$ cat src/rtl/pattern_sequencer.sv
// Multi-mode VGA test-pattern source: colour cycling, horizontal/vertical bars and a checkerboard,
// with a per-frame animated offset. Mode changes take effect only on the falling edge of vs.
module pattern_sequencer #(
  parameter int unsigned         COLOR_W     = 6,
  parameter logic [COLOR_W-1:0]  MAX_COLOR   = 6'h3C,
  parameter int unsigned         STEP_CYCLES = 14000,
  parameter int unsigned         CNT_W       = 16,
  parameter int unsigned         BAR_SHIFT   = 5,
  parameter int unsigned         FRAME_DIV   = 1
) (
  input  logic               Clk,
  input  logic               Reset,
  input  logic               enable,
  input  logic [1:0]         mode_req,
  input  logic               vs,
  input  logic [9:0]         DrawX,
  input  logic [9:0]         DrawY,
  output logic [COLOR_W-1:0] colorValue,
  output logic [1:0]         mode_active,
  output logic [7:0]         frame_count
);

  typedef enum logic [1:0] {
    MODE_CYCLE   = 2'd0,
    MODE_HBARS   = 2'd1,
    MODE_VBARS   = 2'd2,
    MODE_CHECKER = 2'd3
  } mode_e;

  localparam int unsigned          DIV_W        = (FRAME_DIV > 1) ? $clog2(FRAME_DIV) : 1;
  localparam logic [CNT_W-1:0]     LP_STEP_LAST = CNT_W'(STEP_CYCLES - 1);
  localparam logic [DIV_W-1:0]     LP_DIV_LAST  = DIV_W'(FRAME_DIV - 1);
  localparam logic [COLOR_W:0]     LP_MAX_EXT   = (COLOR_W+1)'(MAX_COLOR);
  localparam logic [COLOR_W:0]     LP_WRAP      = LP_MAX_EXT + (COLOR_W+1)'(1);

  logic               r_vs_q;
  mode_e              r_mode_active;
  logic [CNT_W-1:0]   r_step_cnt;
  logic [COLOR_W-1:0] r_base;
  logic [COLOR_W-1:0] r_frame_offset;
  logic [DIV_W-1:0]   r_div_cnt;
  logic [7:0]         r_frame_count;
  logic [COLOR_W-1:0] r_color;

  logic               w_frame_start;
  logic [COLOR_W-1:0] w_idx;
  logic [COLOR_W:0]   w_sum;
  logic               w_checker;
  logic [COLOR_W-1:0] w_color_next;

  function automatic logic [COLOR_W-1:0] f_inc(input logic [COLOR_W-1:0] v);
    return (v == MAX_COLOR) ? '0 : v + COLOR_W'(1);
  endfunction

  assign w_frame_start = r_vs_q & ~vs;

  // Bar index fits COLOR_W bits because (1023 >> BAR_SHIFT) <= MAX_COLOR, so one subtraction wraps.
  always_comb begin
    w_idx        = '0;
    w_sum        = '0;
    w_checker    = 1'b0;
    w_color_next = '0;
    if (r_mode_active == MODE_HBARS) begin
      w_idx = COLOR_W'(DrawY >> BAR_SHIFT);
    end else begin
      w_idx = COLOR_W'(DrawX >> BAR_SHIFT);
    end
    w_sum     = (COLOR_W+1)'(r_frame_offset) + (COLOR_W+1)'(w_idx);
    w_checker = DrawX[BAR_SHIFT] ^ DrawY[BAR_SHIFT];
    case (r_mode_active)
      MODE_CYCLE:   w_color_next = r_base;
      MODE_HBARS,
      MODE_VBARS:   w_color_next = (w_sum > LP_MAX_EXT) ? COLOR_W'(w_sum - LP_WRAP)
                                                        : COLOR_W'(w_sum);
      MODE_CHECKER: w_color_next = w_checker ? (MAX_COLOR - r_frame_offset) : r_frame_offset;
      default:      w_color_next = '0;
    endcase
  end

  always_ff @(posedge Clk or posedge Reset) begin
    if (Reset) begin
      r_vs_q        <= 1'b1;
      r_mode_active <= MODE_CYCLE;
    end else begin
      r_vs_q <= vs;
      if (w_frame_start) begin
        r_mode_active <= mode_e'(mode_req);
      end
    end
  end

  // Leaving CYCLE always happens on a frame_start, where vs is low, so the vs-low clear covers it.
  always_ff @(posedge Clk or posedge Reset) begin
    if (Reset) begin
      r_step_cnt     <= '0;
      r_base         <= '0;
      r_frame_offset <= '0;
      r_div_cnt      <= '0;
      r_frame_count  <= '0;
      r_color        <= '0;
    end else if (!enable) begin
      r_step_cnt     <= '0;
      r_base         <= '0;
      r_frame_offset <= '0;
      r_div_cnt      <= '0;
      r_frame_count  <= '0;
      r_color        <= '0;
    end else begin
      if (w_frame_start) begin
        r_frame_count <= r_frame_count + 8'd1;
        if (r_div_cnt == LP_DIV_LAST) begin
          r_div_cnt      <= '0;
          r_frame_offset <= f_inc(r_frame_offset);
        end else begin
          r_div_cnt <= r_div_cnt + DIV_W'(1);
        end
      end
      if (r_mode_active == MODE_CYCLE) begin
        if (!vs) begin
          r_base     <= '0;
          r_step_cnt <= '0;
        end else if (r_step_cnt == LP_STEP_LAST) begin
          r_step_cnt <= '0;
          r_base     <= f_inc(r_base);
        end else begin
          r_step_cnt <= r_step_cnt + CNT_W'(1);
        end
      end
      r_color <= w_color_next;
    end
  end

  assign colorValue  = r_color;
  assign mode_active = r_mode_active;
  assign frame_count = r_frame_count;

endmodule

$ cat config.mk
export PLATFORM = sky130hd
export DESIGN_NAME = pattern_sequencer
export DESIGN_NICKNAME = d
export VERILOG_FILES = /design/src/rtl/pattern_sequencer.sv
export SDC_FILE = /design/constraint.sdc
export NUM_CORES = 1
export LEC_CHECK = 0
export ABC_AREA = 1
export BUFFER_PORTS_ARGS = -buffer_cell sky130_fd_sc_hd__buf_2
export CORE_MARGIN = 8
export CORE_UTILIZATION = 58
export CTS_CLUSTER_DIAMETER = 100
export DETAILED_ROUTE_END_ITERATION = 10
export GPL_TIMING_DRIVEN = 0
export PLACE_DENSITY_LB_ADDON = 0.08
export RECOVER_POWER = 50
export SLEW_MARGIN = 30
export SYNTH_ARGS = -nofsm -noshare
export SYNTH_HDL_FRONTEND = slang
export SYNTH_SLANG_ARGS = --single-unit
$ cat constraint.sdc
create_clock -name Clk -period 3.5 [get_ports Clk]
set_input_delay 0.175 -clock Clk [delete_from_list [all_inputs] [get_ports Clk]]
set_output_delay 0.175 -clock Clk [all_outputs]
set_load 0.05 [all_outputs]
; ---- Word-level counts from Yosys, hierarchy flattened
; Cells that the tools add are included.
[word_totals]
reg_bits = 46
[classes]
eq_ne = 10
n_reduce_logical = 4
n_addsub = 8
magnitude_cmp = 1
muxes = 23
bitwise_logic = 3
[ops]
columns = operator, count
row1 = $mux W6, 12
row2 = $mux W16, 4
row3 = $pmux W6 S3, 1
row4 = $add A16 B1 Y16 const B, 1
row5 = $eq A16 B14 Y1 const B, 1
row6 = $mux W8, 2
row7 = $add A6 B1 Y6 const B, 2
row8 = $eq A6 B6 Y1 const B, 2
row9 = $add A8 B1 Y8 const B, 1
row10 = $add A6 B5 Y7, 1
row11 = $gt A7 B6 Y1 const B, 1
row12 = $sub A6 B6 Y6 const A, 1
row13 = $sub A6 B6 Y6 const B, 1
row14 = $mux W5, 1
row15 = $eq A2 B2 Y1 const B, 2
row16 = $ne A2 B1 Y1 const B, 2
row17 = $reduce_and A2 Y1, 2
row18 = $mux W1, 3
row19 = $ne A3 B2 Y1 const B, 1
row20 = $eq A2 B1 Y1 const B, 1
row21 = $logic_not A2 Y1, 1
row22 = $ne A2 B2 Y1 const B, 1
row23 = $reduce_or A2 Y1, 1
row24 = $add A1 B1 Y1 const B, 1
row25 = other kinds (3), 3

; ---- Depth between registers and ports, before layout
[depth]
depth_word = 7
mapped_depth = 20
mapped_depth_nobuf = 19

; ---- Worst setup path before layout
; OpenSTA, ideal clock, no wires.
[synth_timing]
kind = flip-flop to flip-flop
startpoint = register r_mode_active[1] (netlist: mode_active[1])
endpoint = register r_color[5] (netlist: colorValue[5])
setup_time_ns = 0.073
t_arrival_ns = 2.919
required_time_ns = 3.427
n_path_buf = 1
setup_slack_ns = 0.508
stages_incl_launch_ff = 18
path_cell_list = dfrtp_1 inv_1 ha_1 clkbuf_1 o21ai_0 ha_1 inv_1 fa_1 ha_1 inv_1 nand3_4 nor2_4 nand2_4 nand2_4 nand3_2 nand2_1 nand2_1 a21oi_2
[synth_between]
elab_chain_cells = 7
word_cells_on_any_way = 12
classes_between = 2 x add/sub / 1 x order compare / 3 x eq/ne / 4 x mux / 2 x reduce/logical
[synth_rtl]
columns = element, line
row1 = from (decl), 37  ; mode_e r_mode_active;
row2 = from (signal assigned), 87  ; r_mode_active <= mode_e'(mode_req);
row3 = $eq A2 B1 Y1, "63, 70"
row4 = $mux W5, 63  ; if (r_mode_active == MODE_HBARS) begin
row5 = $add A6 B5 Y7, 68  ; w_sum = (COLOR_W+1)'(r_frame_offset) + (COLOR_W+1)'(w_idx);
row6 = $sub A6 B6 Y6 / $gt A7 B6 Y1 (equally long branches), 73  ; MODE_VBARS: w_color_next = (w_sum > LP_MAX_EXT) ? COLOR_W'(w_sum - LP_WRAP)
row7 = $mux W6, 73
row8 = $pmux W6 S3 *, 70  ; case (r_mode_active)
row9 = $mux W6 *, 101  ; end else if (!enable) begin
row10 = to (signal assigned), 129  ; r_color <= w_color_next;
row11 = to (decl), 43  ; logic [COLOR_W-1:0] r_color;
; Every way passes the cells marked *; elsewhere a longest branch is shown, timed or not.
; A chain may end at the register's enable or synchronous reset.

; ---- Final worst setup path
; Same ends and word-level chain as after synthesis.

==> results_tabular.tex <==
\begin{tabular}{lr}
\hline
Metric & Value \\
\hline
\multicolumn{2}{l}{\textbf{STA}} \\
\quad Max Clk Rate & 0.327 GHz \\
\quad Count of final max-slew check failures & 0 \\
\quad Worst-case headroom to the max-slew limit & 30.9\% \\
\quad Worst Tran Pin Value & 1.04 ns \\
\quad RSZ-0062 raised after global routing & no \\
\quad Setup TNS Final & 0 ns \\
\quad Final critical-path share of the clock period & 87.4\% \\
\quad Post-route setup slack & 0.441 ns \\
\quad Tmin final & 3.06 ns \\
\quad Hold Fails Final Rpt & 0 \\
\quad Skew final & 0.00791 ns \\
\quad Hold slack & 0.0958 ns \\
\quad \# setup viols final & 0 \\
\multicolumn{2}{l}{\textbf{Placement}} \\
\quad RD Place Congestion & 0.862 \\
\quad Detailed-placement wirelength estimate & 5070 um \\
\quad Total cell area at the placement stage & 3280 um2 \\
\quad Number of port buffers & 31 \\
\quad Placed cells & 491 \\
\quad Worst setup slack after placement & 0.446 ns \\
\multicolumn{2}{l}{\textbf{Pwr}} \\
\quad Pint & 0.791 mW \\
\quad Proportion of total power due to net switching & 34.5\% \\
\quad PD cells & 361 nW/um2 \\
\quad Relative contribution of sequential cells to total power & 46.4\% \\
\quad NetSw & 0.416 mW \\
\quad Power consumption & 1.21 mW \\
\quad Peak supply drop & 0.241 mV \\
\quad Clk pwr share & 26.0\% \\
\quad Leakage power & 1.62 nW \\
\quad Part of the power in combinational logic & 27.6\% \\
\multicolumn{2}{l}{\textbf{Synthesis}} \\
\quad Cells after Synth & 389 \\
\quad Biggest area consumer among synthesized cells & sky130\_fd\_sc\_hd\_\_dfrtp\_1 \\
\quad Mapped Nets & 434 \\
\quad Largest cells by area after synthesis & sky130\_fd\_sc\_hd\_\_dfrtp\_1 (37\%), sky130\_fd\_sc\_hd\_\_nand2\_1 (7.7\%), sky130\_fd\_sc\_hd\_\_ha\_1 (7.5\%) \\
\quad Synthesis warning total & 0 \\
\quad Library cell with the highest instance count after synthesis & sky130\_fd\_sc\_hd\_\_nand2\_1 \\
\quad Share of the synthesized area in the top cell type & 36.6\% \\
\quad Post-Syn Area & 3010 um2 \\
\quad Sequential fraction of the synthesis area & 37.5\% \\
\quad Synth unique cells & 44 \\
\quad Top post-synthesis cells by count & sky130\_fd\_sc\_hd\_\_nand2\_1 (62), sky130\_fd\_sc\_hd\_\_inv\_1 (58), sky130\_fd\_sc\_hd\_\_dfrtp\_1 (44) \\
\quad Share of synthesized registers carrying an async set or reset & 100\% \\
\quad Synth Register Bits & 45 \\
\quad Per-instance average area after synthesis & 7.74 um2 \\
\quad Top\_reg\_cell synth & sky130\_fd\_sc\_hd\_\_dfrtp\_1 \\
\quad Number of synthesized flops with an enable pin & 0 \\
\multicolumn{2}{l}{\textbf{Critical path}} \\
\quad Startpoint of the worst-slack reg-to-reg timing path & mode\_active[1] \\
\quad Largest fanout on the critical path & 7 \\
\quad Required time at the worst-slack endpoint & 3.73 ns \\
\quad Critical Setup Path Class & flop to flop \\
\quad Crit path DAT & 3.28 ns \\
\quad Peak per-stage delay on the critical path & 0.53 ns \\
\quad Startpoint of the most critical setup path & mode\_active[1] \\
\quad Cell chain of the critical path & inv\_1 > ha\_1 > clkbuf\_1 > nand2\_1 > o21ai\_0 > ha\_1 > inv\_1 > fa\_1 > ha\_1 > inv\_1 > nand3\_4 > nor2\_4 > nand2\_4 > nand2\_4 > nand3\_2 > nand2\_1 > nand2\_1 > a21oi\_2 \\
\quad Category of the worst setup path capture point & flop \\
\quad Crit path buffers/inverters & 4 \\
\quad CP max stage cell & sky130\_fd\_sc\_hd\_\_fa\_1 \\
\quad Critical Path Start Type & flop \\
\quad Crit-path leading delay family & adder cells \\
\multicolumn{2}{l}{\textbf{Clock tree}} \\
\quad Count of clock tree sinks & 45 \\
\quad Maximum level of the CTS H-tree & 2 \\
\quad Total of cells resized after clock tree synthesis & 0 \\
\quad CTS Root Buffer Type & sky130\_fd\_sc\_hd\_\_clkbuf\_8 \\
\quad Clock latency on the worst-skew pair & 0.29 ns \\
\quad Clock tree from TritonCTS & done \\
\quad Total clock buffers created by CTS & 5 \\
\quad Post-CTS Setup Bufs & 0 \\
\quad Clk buf depth & 2 \\
\quad Clock edge transition at the registers on the reported setup and hold paths & 0.08 ns \\
\quad Cts-stage hold buffer count & 2 \\
\multicolumn{2}{l}{\textbf{Cells and area}} \\
\quad \# nets final & 475 \\
\quad Non-filler instance count after layout & 501 \\
\quad Signed area change from the synthesized netlist to the final layout & 11.3\% \\
\quad Finished layout cell area & 3350 um2 \\
\quad Final antenna diode count & 0 \\
\quad Core utilization of the finished layout & 66.4\% \\
\quad Ratio of cells with drive above 1 in the final layout & 14.2\% \\
\multicolumn{2}{l}{\textbf{Drt}} \\
\quad Post-Route WL & 6560 um \\
\quad 1st-pass router iterations & 4 \\
\quad Vias/cell & 5.30 \\
\quad Count of nets left with antenna violations after detail routing & 0 \\
\quad Residual DRC count & 0 \\
\quad Wire length per cell after detailed routing & 13.1 um \\
\quad Vias after detailed routing & 2,657 \\
\quad Number of DRC violations after detailed-routing iteration 0 & 123 \\
\multicolumn{2}{l}{\textbf{Job}} \\
\quad Number of max-cap violations & 0 \\
\multicolumn{2}{l}{\textbf{Die}} \\
\quad Die Wd & 88.0 um \\
\quad Top-Level Pins & 42 \\
\quad Starting density of the core & 59.7\% \\
\quad Total die area & 7750 um2 \\
\quad Floorplan die height & 88.0 um \\
\quad Row count & 26 \\
\quad CORE AREA & 5040 um2 \\
\multicolumn{2}{l}{\textbf{Global route}} \\
\quad Antenna violations before repair & 0 \\
\quad Total global routing track utilization & 18.1\% \\
\quad Gr ovfl total & 0 \\
\quad Wire length of the first global-routing pass & 11,300 um \\
\quad Pin count of the biggest net entering global routing & 29 \\
\quad Vias in the first global route & 2,616 \\
\multicolumn{2}{l}{\textbf{Min path}} \\
\quad Worst hold path class & input port to flop \\
\quad Launch instance of the worst min-delay path & mode\_req[1] \\
\multicolumn{2}{l}{\textbf{Outcome}} \\
\quad Status & finished, final reports clean \\
\hline
\end{tabular}
[power groups by stage]
stage | Clock, mW | Combinational, mW | Sequential (mW)
3_3_place_gp | 0 | 0.329 | 0.569
5_1_grt | 0.342 | 0.374 | 0.563
2_1_floorplan | 0 | 0.206 | 0.618
3_5_place_dp | 0 | 0.339 | 0.570
4_1_cts | 0.325 | 0.342 | 0.560
6_report | 0.314 | 0.333 | 0.560
[path summary, 6_finish.rpt]
check,end,slack [ns],cells after the start
min in group asynchronous,r_step_cnt[13],0.68,3
hold reg to reg,frame_count[7],0.48,1
hold / removal,mode_active[1],0.1,3
setup / recovery,colorValue[5],0.44,18
max in group asynchronous,r_frame_offset[1],1.43,4
setup reg to reg,colorValue[5],0.44,18
[per-layer routing]
layer,vias to the layer above,track usage [%],wire [um]
li1,1367,-,-
met1,1250,23.5,3190
met2,38,30.1,3100
met3,2,3.94,250
met4,0,3.84,22
met5,-,0,0
[flip-flops by register name (all words and copies together), names as in the netlist]
register	count
r_vs_q	1
frame_count	8
mode_active	2
r_frame_offset	6
colorValue	6
r_step_cnt	16
r_base	6
[worst reg2reg max path: cells and delay by family (launching register included)]
kind	cells	cell delay [ns]
buffers and inverters	4	0.52
flip-flops	1	0.40
AND/OR/NAND/NOR	8	0.64
adder cells (fa/ha/maj)	4	1.20
AO/OA/AOI/OAI	2	0.24
[logic make-up after synthesis]
kind of cell               count (synthesis)  share of synthesized area [%]
AOI/OAI and AO/OA                         85                           15.0
xor gates and xnor gates                   7                           2.04
adders and majority gates                 19                           8.15
buffers and inverters                     70                           9.02
DFF                                       45                           37.5
muxes                                      3                           1.12
and+or+nand+nor                          160                           27.2
[layout by cell type (no fill, tap or decap), types with 2 or more instances in the layout]
master,n
sky130_fd_sc_hd__clkinv_1,2
sky130_fd_sc_hd__or2_2,2
sky130_fd_sc_hd__o21ai_1,6
sky130_fd_sc_hd__xor2_1,5
sky130_fd_sc_hd__nand3_1,33
sky130_fd_sc_hd__nand2_2,4
sky130_fd_sc_hd__o21ai_0,37
sky130_fd_sc_hd__buf_2,23
sky130_fd_sc_hd__and3_1,3
sky130_fd_sc_hd__nor3_1,9
sky130_fd_sc_hd__mux2_2,3
sky130_fd_sc_hd__dlygate4sd3_1,2
sky130_fd_sc_hd__dfrtp_1,44
sky130_fd_sc_hd__inv_2,6
sky130_fd_sc_hd__clkbuf_1,14
sky130_fd_sc_hd__nor2_1,25
sky130_fd_sc_hd__clkbuf_8,5
sky130_fd_sc_hd__a21oi_1,34
sky130_fd_sc_hd__nand3_2,4
sky130_fd_sc_hd__ha_1,18
sky130_fd_sc_hd__nand2_4,4
sky130_fd_sc_hd__nand4_1,4
sky130_fd_sc_hd__inv_1,58
sky130_fd_sc_hd__xnor2_1,2
sky130_fd_sc_hd__nand2_1,62
[final cells by class]
cell class | count | area (um2)
Clock inverter | 1 | 7.51
Clock buffer | 7 | 76.3
Multi-Input combinational cell | 274 | 1610
Inverter | 66 | 248
Timing Repair Buffer | 34 | 168
Sequential cell | 45 | 1130
Buffer | 4 | 23.8
Fill cell | 451 | 1690
Tap cell | 70 | 87.6
Note: power is estimated with default switching activity, not from simulation.
